## src/rtl/vector_list_sequencer.sv

```systemverilog
// Display-list sequencer: fetches commands from RAM, issues jump/draw to the vector control
// block one per ready, and paces frames. Optional bank double-buffering: VECLIST_DOUBLE_BUFFER_EN.
module vector_list_sequencer #(
   parameter int unsigned ADDR_W       = 10,
   parameter int unsigned FRAME_CYCLES = 833333,
   parameter int unsigned CNT_W        = 20
) (
   input  logic              clk,
   input  logic              reset,
   input  logic              enable,
   output logic              mem_rd,
`ifdef VECLIST_DOUBLE_BUFFER_EN
   output logic [ADDR_W:0]   mem_addr,
`else
   output logic [ADDR_W-1:0] mem_addr,
`endif
   input  logic [31:0]       mem_data,
   input  logic              ctl_ready,
   output logic [11:0]       x,
   output logic [11:0]       y,
   output logic              jump,
   output logic              draw,
   output logic              frame_start,
   output logic              overrun,
   output logic              bad_list,
`ifdef VECLIST_DOUBLE_BUFFER_EN
   input  logic              clear_flags,
   input  logic              bank_swap_req,
   output logic              bank_active
`else
   input  logic              clear_flags
`endif
);

   localparam logic [1:0]       OP_END     = 2'b10;
   localparam logic [1:0]       OP_NOP     = 2'b11;
   localparam logic [CNT_W-1:0] TIMER_LAST = CNT_W'(FRAME_CYCLES - 1);

   typedef enum logic [2:0] {S_IDLE, S_FETCH, S_DATA, S_ISSUE, S_WAIT} state_t;

   state_t            state, state_nxt, end_nxt;
   logic [ADDR_W-1:0] addr;
   logic [CNT_W-1:0]  timer;
   logic              is_draw;
   logic [1:0]        op;
   logic              addr_last, timer_done;
   logic              start, frame_done, list_end, addr_inc, latch, fire, ovr_set;
   logic              unused_bits;

   assign op          = mem_data[31:30];
   assign addr_last   = (addr == '1);
   assign timer_done  = (timer >= TIMER_LAST);
   assign unused_bits = ^{mem_data[29:28], mem_data[15:12]};

   // Where a finished list goes: hold for the frame period, or restart/stop right away.
   assign end_nxt = !timer_done ? S_WAIT : (enable ? S_FETCH : S_IDLE);

   always_ff @(posedge clk) begin
      if (reset) state <= S_IDLE;
      else       state <= state_nxt;
   end

   always_comb begin
      state_nxt = state;
      unique case (state)
         S_IDLE:  if (enable) state_nxt = S_FETCH;
         S_FETCH: state_nxt = S_DATA;
         S_DATA: begin
            if (op == OP_END || (op == OP_NOP && addr_last)) state_nxt = end_nxt;
            else if (op == OP_NOP)                           state_nxt = S_FETCH;
            else                                             state_nxt = S_ISSUE;
         end
         S_ISSUE: if (ctl_ready) state_nxt = addr_last ? end_nxt : S_FETCH;
         S_WAIT:  if (timer_done) state_nxt = enable ? S_FETCH : S_IDLE;
         default: state_nxt = S_IDLE;
      endcase
   end

   // Control strobes; an address wrap is treated as the end of the list.
   always_comb begin
      start      = 1'b0;
      frame_done = 1'b0;
      list_end   = 1'b0;
      addr_inc   = 1'b0;
      latch      = 1'b0;
      fire       = 1'b0;
      ovr_set    = 1'b0;
      jump       = 1'b0;
      draw       = 1'b0;
      unique case (state)
         S_IDLE: start = enable;
         S_DATA: begin
            if (op == OP_NOP)      addr_inc = 1'b1;
            else if (op != OP_END) latch    = 1'b1;
            list_end = (op == OP_END) || (op == OP_NOP && addr_last);
         end
         S_ISSUE: begin
            fire     = ctl_ready;
            addr_inc = ctl_ready;
            list_end = ctl_ready && addr_last;
         end
         S_WAIT:  frame_done = timer_done;
         default: ;
      endcase
      if (list_end && timer_done) frame_done = 1'b1;
      if (frame_done && enable)   start      = 1'b1;
      ovr_set = (state == S_FETCH || state == S_DATA || state == S_ISSUE) && timer_done && !frame_done;
      jump    = fire && !is_draw && !reset;
      draw    = fire && is_draw && !reset;
   end

   always_ff @(posedge clk) begin
      if (reset) begin
         addr        <= '0;
         timer       <= '0;
         x           <= '0;
         y           <= '0;
         is_draw     <= 1'b0;
         mem_rd      <= 1'b0;
         frame_start <= 1'b0;
         overrun     <= 1'b0;
         bad_list    <= 1'b0;
      end else begin
         mem_rd      <= (state_nxt == S_FETCH);
         frame_start <= start;
         if (start || frame_done) begin
            addr  <= '0;
            timer <= '0;
         end else begin
            if (addr_inc) addr <= addr + ADDR_W'(1);
            if (state != S_IDLE && timer != '1) timer <= timer + CNT_W'(1);
         end
         if (latch) begin
            x       <= mem_data[27:16];
            y       <= mem_data[11:0];
            is_draw <= mem_data[30];
         end
         if (ovr_set)          overrun  <= 1'b1;
         else if (clear_flags) overrun  <= 1'b0;
         if (addr_inc && addr_last) bad_list <= 1'b1;
         else if (clear_flags)      bad_list <= 1'b0;
      end
   end

`ifdef VECLIST_DOUBLE_BUFFER_EN
   logic swap_pend;

   // Bank flips only at a frame start; a request seen in that cycle waits one more frame.
   always_ff @(posedge clk) begin
      if (reset) begin
         bank_active <= 1'b0;
         swap_pend   <= 1'b0;
      end else if (start) begin
         bank_active <= bank_active ^ swap_pend;
         swap_pend   <= bank_swap_req;
      end else if (bank_swap_req) begin
         swap_pend   <= 1'b1;
      end
   end

   assign mem_addr = {bank_active, addr};
`else
   assign mem_addr = addr;
`endif

endmodule

```

## config.mk

```make
export PLATFORM = sky130hd
export DESIGN_NAME = vector_list_sequencer
export DESIGN_NICKNAME = d
export VERILOG_FILES = /design/src/rtl/vector_list_sequencer.sv
export SDC_FILE = /design/constraint.sdc
export NUM_CORES = 1
export LEC_CHECK = 0
export BUFFER_PORTS_ARGS = -buffer_cell sky130_fd_sc_hd__clkbuf_2
export CORE_MARGIN = 3
export CORE_UTILIZATION = 58
export CTS_BUF_LIST = sky130_fd_sc_hd__clkbuf_2 sky130_fd_sc_hd__clkbuf_4 sky130_fd_sc_hd__clkbuf_8
export CTS_CLUSTER_SIZE = 28
export DETAILED_ROUTE_END_ITERATION = 16
export PLACE_DENSITY = 0.92
export SLEW_MARGIN = 20
export SYNTH_ARGS = -nofsm -noshare
export SYNTH_HDL_FRONTEND = slang
export SYNTH_SLANG_ARGS = --single-unit
```

## constraint.sdc

```tcl
create_clock -name clk -period 3 [get_ports clk]
set_input_delay 0.15 -clock clk [delete_from_list [all_inputs] [get_ports clk]]
set_output_delay 0.15 -clock clk [all_outputs]
set_load 0.02 [all_outputs]
```

After elaboration in Yosys (flattened, before gate mapping)
Index checks and enable logic that the tools add are counted.
W data, S select, Z words.
{"block": "classes", "n_addsub": 2, "n_mux": 23, "eq_ne": 10, "n_lt_le_gt_ge": 1, "reduce_logical": 24}
{"op": "$add A20 B1 Y20 const B", "n": 1}
{"op": "$ge A20 B20 Y1 const B", "n": 1}
{"op": "$ne A20 B20 Y1 const B", "n": 1}
{"op": "$mux W3", "n": 6}
{"op": "$pmux W3 S5", "n": 1}
{"op": "$mux W1", "n": 13}
{"op": "$logic_and A1 B1 Y1", "n": 12}
{"op": "$add A10 B1 Y10 const B", "n": 1}
{"op": "$eq A10 B10 Y1 const B", "n": 1}
{"op": "$eq A3 B1 Y1 const B", "n": 2}
{"op": "$eq A3 B2 Y1 const B", "n": 2}
{"op": "$eq A2 B2 Y1 const B", "n": 2}
{"op": "$logic_or A1 B1 Y1", "n": 4}
{"op": "$pmux W1 S2", "n": 2}
{"op": "$reduce_bool A2 Y1", "n": 2}
{"op": "$eq A3 B3 Y1 const B", "n": 1}
{"op": "$logic_not A1 Y1", "n": 3}
{"op": "$logic_not A3 Y1", "n": 1}
{"op": "$reduce_bool A3 Y1", "n": 1}
{"op": "$mux W2", "n": 1}
{"op": "$ne A2 B2 Y1 const B", "n": 1}
{"op": "$reduce_or A2 Y1", "n": 1}
{"block": "totals", "reg_bits": 62, "input_bits": 37}

Longest topological paths before layout
Gate-level depths: netlist (run 1).
{"block": "logic_depth", "word_depth": 10, "mapped_depth": 8, "ltp_nobuf": 6}

Worst setup path before layout (run 1)
Ideal clock, no wire load.
{"block": "synth_path", "path_kind": "register to register", "startpoint": "reg addr[0], in the netlist mem_addr[0]", "endpoint": "reg timer[2]", "stages_incl_launch_ff": 8, "path_slack_ns": 1.131, "period_less_slack_ns": 1.869, "t_arrival_ns": 1.732, "path_buffers": 1, "t_required_ns": 2.862, "path_cell_list": "dfxtp_1 > ha_1 > nand2_1 > nor3_2 > o22a_1 > a221o_1 > buf_2 > a311oi_2"}
{"block": "synth_via", "elab_chain_cells": 10, "elab_cells_between_ends": 11}
{"item": "start: declaration", "line_no": "42", "rtl": "logic [ADDR_W-1:0] addr;"}
{"item": "start signal: assignment", "line_no": "130", "rtl": "if (addr_inc) addr <= addr + ADDR_W'(1);"}
{"item": "$eq A10 B10 Y1 (*)", "line_no": "51", "rtl": "assign addr_last = (addr == '1);"}
{"item": "$logic_and A1 B1 Y1", "line_no": "95", "rtl": "list_end = (op == OP_END) || (op == OP_NOP && addr_last);"}
{"item": "$logic_or A1 B1 Y1", "line_no": "95"}
{"item": "$pmux W1 S2 (*)", "line_no": "90", "rtl": "unique case (state)"}
{"item": "$logic_and A1 B1 Y1 (*)", "line_no": "105", "rtl": "if (list_end && timer_done) frame_done = 1'b1;"}
{"item": "$mux W1 (*)", "line_no": "105"}
{"item": "$logic_and A1 B1 Y1", "line_no": "106", "rtl": "if (frame_done && enable) start = 1'b1;"}
{"item": "$mux W1", "line_no": "106"}
{"item": "$logic_or A1 B1 Y1 (*)", "line_no": "126", "rtl": "if (start || frame_done) begin"}
{"item": "$reduce_or A2 Y1 (no source line) (*)"}
{"item": "end signal: assignment", "line_no": "131", "rtl": "if (state != S_IDLE && timer != '1) timer <= timer + CNT_W'(1);"}
{"item": "end: declaration", "line_no": "43", "rtl": "logic [CNT_W-1:0] timer;"}
Mark *: on every way between the ends. The rest lies on a longest branch, timed or not.
A chain may end at the register's enable or synchronous reset.

Worst setup path in the final report (run 1)
{"block": "layout_path", "startpoint": "reg addr[0], in the netlist mem_addr[0]", "endpoint": "reg addr[8], in the netlist mem_addr[8]"}
{"block": "layout_via", "elab_chain_cells": 10, "elab_cells_between_ends": 12}
{"item": "$eq A10 B10 Y1", "line_no": "51"}
{"item": "$logic_and A1 B1 Y1", "line_no": "95"}
{"item": "$logic_or A1 B1 Y1", "line_no": "95"}
{"item": "$pmux W1 S2", "line_no": "90"}
{"item": "$logic_and A1 B1 Y1", "line_no": "105"}
{"item": "$mux W1", "line_no": "105"}
{"item": "$logic_and A1 B1 Y1", "line_no": "106"}
{"item": "$mux W1", "line_no": "106"}
{"item": "$logic_or A1 B1 Y1", "line_no": "126"}
{"item": "$reduce_or A2 Y1 (no source line)"}
Several ways; a longest one is shown, not always the timed one.

==> metrics, run 1 <==
mean area per synthesized cell 8.27 sq um; count leader, synth nand2_1; Switch Pwr 451 uW; status completed; Comb pwr share 0.110; Worst Hold End x[2]; Synth area leader dfxtp_1; critical path class reg2reg; clk_lat worst skew 340 ps; total power 1740 uW; DRC 0; grt ovf 0; PD cells 514 nW/um^2; EDFF count, synth 0; Die Height 75.8 um; skew final 8.98 ps; I/O Pins 77; Synth Warn # 0; Synth top area share 0.439; main combinational cell family by area after synthesis simple AND/OR/NAND/NOR gates; Fin. Hold Viols 0; hold depth 3; asr flop ratio synth 0; setup violators final 0; fraction of layout cells with a size suffix above 1 0.240; VDD IR max 0.564 mV; xor/xnor share of the synthesized area 0.0743; Reg power frac 0.501; clk root buf clkbuf_8; Critical Path RT 3210 ps; multiplexer share of the synthesized area 0.00708; first-pass GRT wire length 10500 um; post-synthesis sequential area ratio 0.439; NumNets Final 448; initial antenna violation count 0; Post-Route WL 6480 um; Worst R2R Start mem_addr[0]; die area 5750 sq um; Rows 24; first-pass iteration count of the detailed router 4; fmax 476 MHz; Clk pin slew, worst setup/hold paths 70 ps; sw frac 0.259; Die X 75.8 um; Mapped Nets 382; Slew headroom 0.376; Leak 0.00128 uW; core area 4530 sq um; Post-CTS Setup Bufs 0; ant diodes 0; routability cong. 0.901; cts-stage hold buffer count 0; Int Pwr 1290 uW; Final Util 0.746; dominant synthesized flop cell dfxtp_1; post-route ant nets 0; fin. max-slew vios 0; Period Utilization, post-route 0.701; Global Route Usage Sum 0.239; Worst Setup Start Kind flip-flop; Initial Utilization 0.624; htree depth 3; RR Endpoint mem_addr[8]; Gate Count Post-Synth 342; synth cell count leaders nand2_1 (63), dfxtp_1 (62), a21oi_1 (40); post-synthesis adder-cell area fraction 0.0133; power share of the clock group 0.389; dpl hpwl 4510 um; Max Cap Viol 0; CTS sink count 62; Synth area leaders dfxtp_1 (44%), nand2_1 (8.4%), a21oi_1 (7.1%), nor2_1 (4.9%), xnor2_1 (4.0%); Tmin final 2100 ps; WL/cell 13.6 um; Reg2Reg Depth 7; TritonCTS clock tree built; HP Start mem_data[18]; PostCTS Resize Cnt 0; area grow syn2layout 19.5%; post-synthesis register bit count 62; Num CTS Buffers 9; Synth Area in Simple Gates 0.270; fin cells 478; synth unique cells 50; fillers 351; CP max FO 30; PortBufs 70; worst slew pin tran 934 ps; Worst R2R Setup Slack 900 ps; vias in the first global route 2322; # placed instances 462; Setup TNS 0 ps; Bufs on Longest Clock Path 2; pin count of the biggest net entering global routing 37; RSZ-0062 raised after global routing no; fraction of the mapped netlist area in compound gates 0.157; Worst EP arrival 2310 ps; DRT iter0 DRCs 230; min-delay worst type in2reg; Synth Cell Area 2830 sq um; Via density 5.46; Via Count 2612; CP endpoint kind flip-flop
state kept, by name, summed over array words and instances (netlist names), 3 cells and up:
name	cells
y	12
state	3
mem_addr	10
x	12
timer	20
routing by layer:
metal  track usage  vias up  part of all wire
li1              -     1320                 -
met1         0.286     1198              0.42
met2         0.402       86              0.51
met3        0.0726        8             0.061
met4        0.0854        0             0.011
met5             0        -                 0
cells by family (layout without fill, tap and decap cells):
kind of cell	count (synthesis)	in the layout
adder cells (fa/ha/maj)	3	3
AND/OR/NAND/NOR	158	158
XOR/XNOR	24	24
buffers and inverters	24	95
multiplexers	2	2
flip-flops	62	62
AO/OA/AOI/OAI	69	69
cell usage in the layout (no fill, tap or decap), types with 2 or more instances in the layout:
cell type / n
and2_1: 3
xor2_1: 11
o21ai_0: 5
a2111oi_2: 2
clkbuf_2: 70
o211ai_1: 2
nor3_1: 4
o22ai_1: 2
nand2b_1: 4
nor2_1: 37
a21oi_1: 40
a211oi_1: 5
inv_1: 7
clkbuf_8: 12
ha_1: 3
clkinv_2: 2
xnor2_1: 13
and3_1: 3
nand4_1: 10
nor4_1: 3
and4_1: 4
nor3_2: 3
dfxtp_1: 62
nand2_1: 63
mux2i_1: 2
buf_4: 2
nand3_1: 9
or3_1: 4
nor4b_1: 2
final cells by class:
class / count / area [sq um] / share of cell area
Inverter: 7 / 26.3 / 0.00777
Timing Repair Buffer: 72 / 365 / 0.108
Clock buffer: 13 / 173 / 0.0511
Multi-Input combinational cell: 256 / 1480 / 0.437
Sequential cell: 62 / 1240 / 0.367
Tap cell: 65 / 81.3 / 0.0240
Clock inverter: 3 / 17.5 / 0.00518
power by group through the flow:
stage | sequential, uW | clock, uW | combinational [uW]
6_report | 871 | 677 | 192
3_5_place_dp | 889 | 0 | 189
2_1_floorplan | 899 | 0 | 123
5_1_grt | 875 | 737 | 213
4_1_cts | 871 | 698 | 192
3_3_place_gp | 887 | 0 | 184
critical path, cell delays in order, from the launching register on:
cell	delay, ps
dfxtp_1	410
ha_1	270
nand2_1	90
nor3_2	390
o22a_1	260
a221o_1	150
buf_4	310
nor2_1	90
worst max path at each step:
stage	from	to	slack (ps)	cells past startpoint
3_3_place_gp	mem_addr[0]	mem_addr[6]	970	7
2_1_floorplan	mem_addr[0]	timer[2]	1130	7
6_report	mem_addr[0]	mem_addr[8]	900	7
5_1_grt	mem_addr[0]	mem_addr[8]	720	7
4_1_cts	mem_addr[0]	timer[10]	900	7
3_5_place_dp	mem_addr[0]	timer[9]	940	7
through the flow:
step           hold WS [ps]  setup WS (ps)  instance area, sq um
2_1_floorplan           286           1130                  2830
3_3_place_gp            373            971                  3190
3_5_place_dp            380            937                  3190
4_1_cts                15.5            901                  3380
5_1_grt                9.23            717                  3380
6_report               31.7            898                  3380
(Power assumes the default switching activity.)
==> run 2, diff against run 1 <==
- CORE_UTILIZATION: 58 -> 54
- PLACE_DENSITY: 0.92 -> 0.87
- clock period: 3 -> 2.05 ns (I/O delays scaled with it)
==> run 2 against run 1 <==
Compared with the run above:
- register-to-register slack worse by 790 ps
- worst hold slack worse by 20 ps
- final area is 8.3% higher
- flip-flop and latch count stayed put
- via count is 8.8% higher
- largest power group unchanged
- setup slack worse by 790 ps
==> metrics, run 2 (same netlist as run 1, synthesis figures left out) <==
DRT iter0 DRCs 186 (was 230); commonest cells after routing, fill and taps aside clkbuf_2 (70), nand2_1 (63), dfxtp_1 (61) (was clkbuf_2 (70), nand2_1 (63), dfxtp_1 (62)); PortBufs 70 (unchanged); fin. max-slew vios 0 (unchanged); Comb pwr share 0.133 (was 0.110); DRC 0 (unchanged); WHS 12.2 ps (was 31.7 ps); WL/cell 14.8 um (was 13.6 um); clk_lat worst skew 340 ps (about the same); setup violators final 0 (unchanged); Final Instance Area 3660 sq um (was 3380 sq um); Tmin final 1940 ps (was 2100 ps); Fin. Hold Viols 0 (unchanged); fraction of layout cells with a size suffix above 1 0.240 (about the same); setup ws final 105 ps (was 898 ps); fillers 359 (was 351); VDD IR max 0.551 mV (was 0.564 mV); biggest regs timer: 20 flops, x: 12 flops, y: 12 flops (unchanged); fin cells 508 (was 478); ant diodes 0 (unchanged); Clk pin slew, worst setup/hold paths 70 ps (about the same); TritonCTS clock tree built (unchanged); footprint of the multi-input gates 1480 sq um (about the same); die area 6140 sq um (was 5750 sq um); Period Utilization, post-route 0.949 (was 0.701); fmax 514 MHz (was 476 MHz); power share of the clock group 0.370 (was 0.389); vias in the first global route 2725 (was 2322); Initial Utilization 0.580 (was 0.624); routability cong. 0.818 (was 0.901); max reg flops 20 (unchanged); Setup TNS 0 ps (unchanged); # placed instances 470 (was 462); grt ovf 0 (unchanged); Leak 0.00140 uW (was 0.00128 uW); RSZ-0062 raised after global routing no (unchanged); CP max FO 30 (unchanged); Reg power frac 0.497 (was 0.501); Num CTS Buffers 9 (unchanged); worst slew pin tran 548 ps (was 934 ps); most common cell after layout, fill and taps aside clkbuf_2 (unchanged); CP max stage delay 560 ps (was 410 ps); Via density 5.59 (was 5.46); initial antenna violation count 0 (unchanged); Seq. cell area 1240 sq um (about the same); Int Pwr 1870 uW (was 1290 uW); placed cell areas 3250 sq um (was 3190 sq um); NumNets Final 477 (was 448); pre-CTS setup slack 179 ps (was 937 ps); core area 4880 sq um (was 4530 sq um); sw frac 0.271 (was 0.259); Critical Path RT 2300 ps (was 3210 ps); clk root buf clkbuf_8 (unchanged); PD cells 701 nW/um^2 (was 514 nW/um^2); htree depth 3 (unchanged); Rows 25 (was 24); Die Height 78.4 um (was 75.8 um); Post-Route WL 7500 um (was 6480 um); CP max-delay cell dfxtp_1 (unchanged); Biggest register timer (unchanged); Die X 78.4 um (was 75.8 um); Switch Pwr 696 uW (was 451 uW); Max Cap Viol 0 (unchanged); Global Route Usage Sum 0.253 (was 0.239); CP endpoint kind flip-flop (unchanged); worst path cell trace or2_2, nor2_1, o22a_1, a221o_1, buf_12, a311oi_2 (was ha_1, nand2_1, nor3_2, o22a_1, a221o_1, buf_4, nor2_1); Bufs on Longest Clock Path 2 (unchanged); status completed (unchanged); Slew headroom 0.633 (was 0.376); Via Count 2841 (was 2612); dpl hpwl 4570 um (was 4510 um); skew final 8.58 ps (was 8.98 ps); critical path class reg2reg (unchanged); area grow syn2layout 29.5% (was 19.5%); min-delay worst type in2reg (unchanged); pin count of the biggest net entering global routing 31 (was 37); I/O Pins 77 (unchanged); first-pass iteration count of the detailed router 5 (was 4); first-pass GRT wire length 12400 um (was 10500 um); CTS sink count 62 (unchanged); post-route ant nets 0 (unchanged); Worst EP arrival 2190 ps (was 2310 ps); Worst Setup Start Kind flip-flop (unchanged)
run 2: changes by cell type in the layout (fill, tap and decap cells not counted), sizes merged:
| cell | previous run | this run |
|---|---|---|
| clkinv | 2 | 3 |
| buf | 2 | 8 |
| dlygate4sd3 | 0 | 23 |
| clkbuf | 83 | 81 |
run 2: metal layers:
metal / global-route usage / up-vias / part of all wire
met1: 0.293 / 1310 / 0.41
met3: 0.0459 / 30 / 0.050
li1: - / 1384 / -
met2: 0.449 / 117 / 0.51
met4: 0.124 / 0 / 0.029
met5: 0 / - / 0
run 2: power by group through the flow:
stage | logic [uW] | clock network (uW) | registers [uW]
2_1_floorplan | 181 | 0 | 1320
3_3_place_gp | 283 | 0 | 1300
3_5_place_dp | 292 | 0 | 1300
4_1_cts | 331 | 958 | 1270
5_1_grt | 370 | 1020 | 1280
6_report | 340 | 951 | 1280
run 2: critical path: cells and delay by family (launching register included):
kind                   cells  cell delay [ps]
AOI/OAI and AO/OA          3              810
DFF                        1              560
and+or+nand+nor            2              300
buffers and inverters      1              180
run 2: final timing paths:
kind	from	endpoint	slack [ps]	depth (start not counted)
min reg2reg	y[2]	y[2]	450	2
min	mem_data[17]	x[1]	10	3
max	state[1]	timer[2]	110	6
max reg2reg	state[1]	timer[2]	110	6
run 2: layout make-up:
class | instances | area share
timing repair buffer | 101 | 0.178
clock buffer | 11 | 0.0413
sequential | 62 | 0.339
clock inverter | 4 | 0.00615
multi-input combinational | 256 | 0.405
tap | 67 | 0.0229
inverter | 7 | 0.00717
run 2: per-stage QoR:
step / total power, uW / utilization
after floorplan: 1500 / -
after global placement: 1580 / 0.666
after detailed placement: 1590 / 0.666
after CTS: 2560 / 0.749
after global routing: 2670 / 0.751
final: 2570 / 0.751
run 2: timing repair:
item | 4_1_cts | 5_1_grt
resized for setup | 0 | 2
buffers inserted | 0 | 0
hold buffers | 23 | 0
endpoints found under the setup margin | 0 | 3
endpoints found under the hold margin | 23 | 0
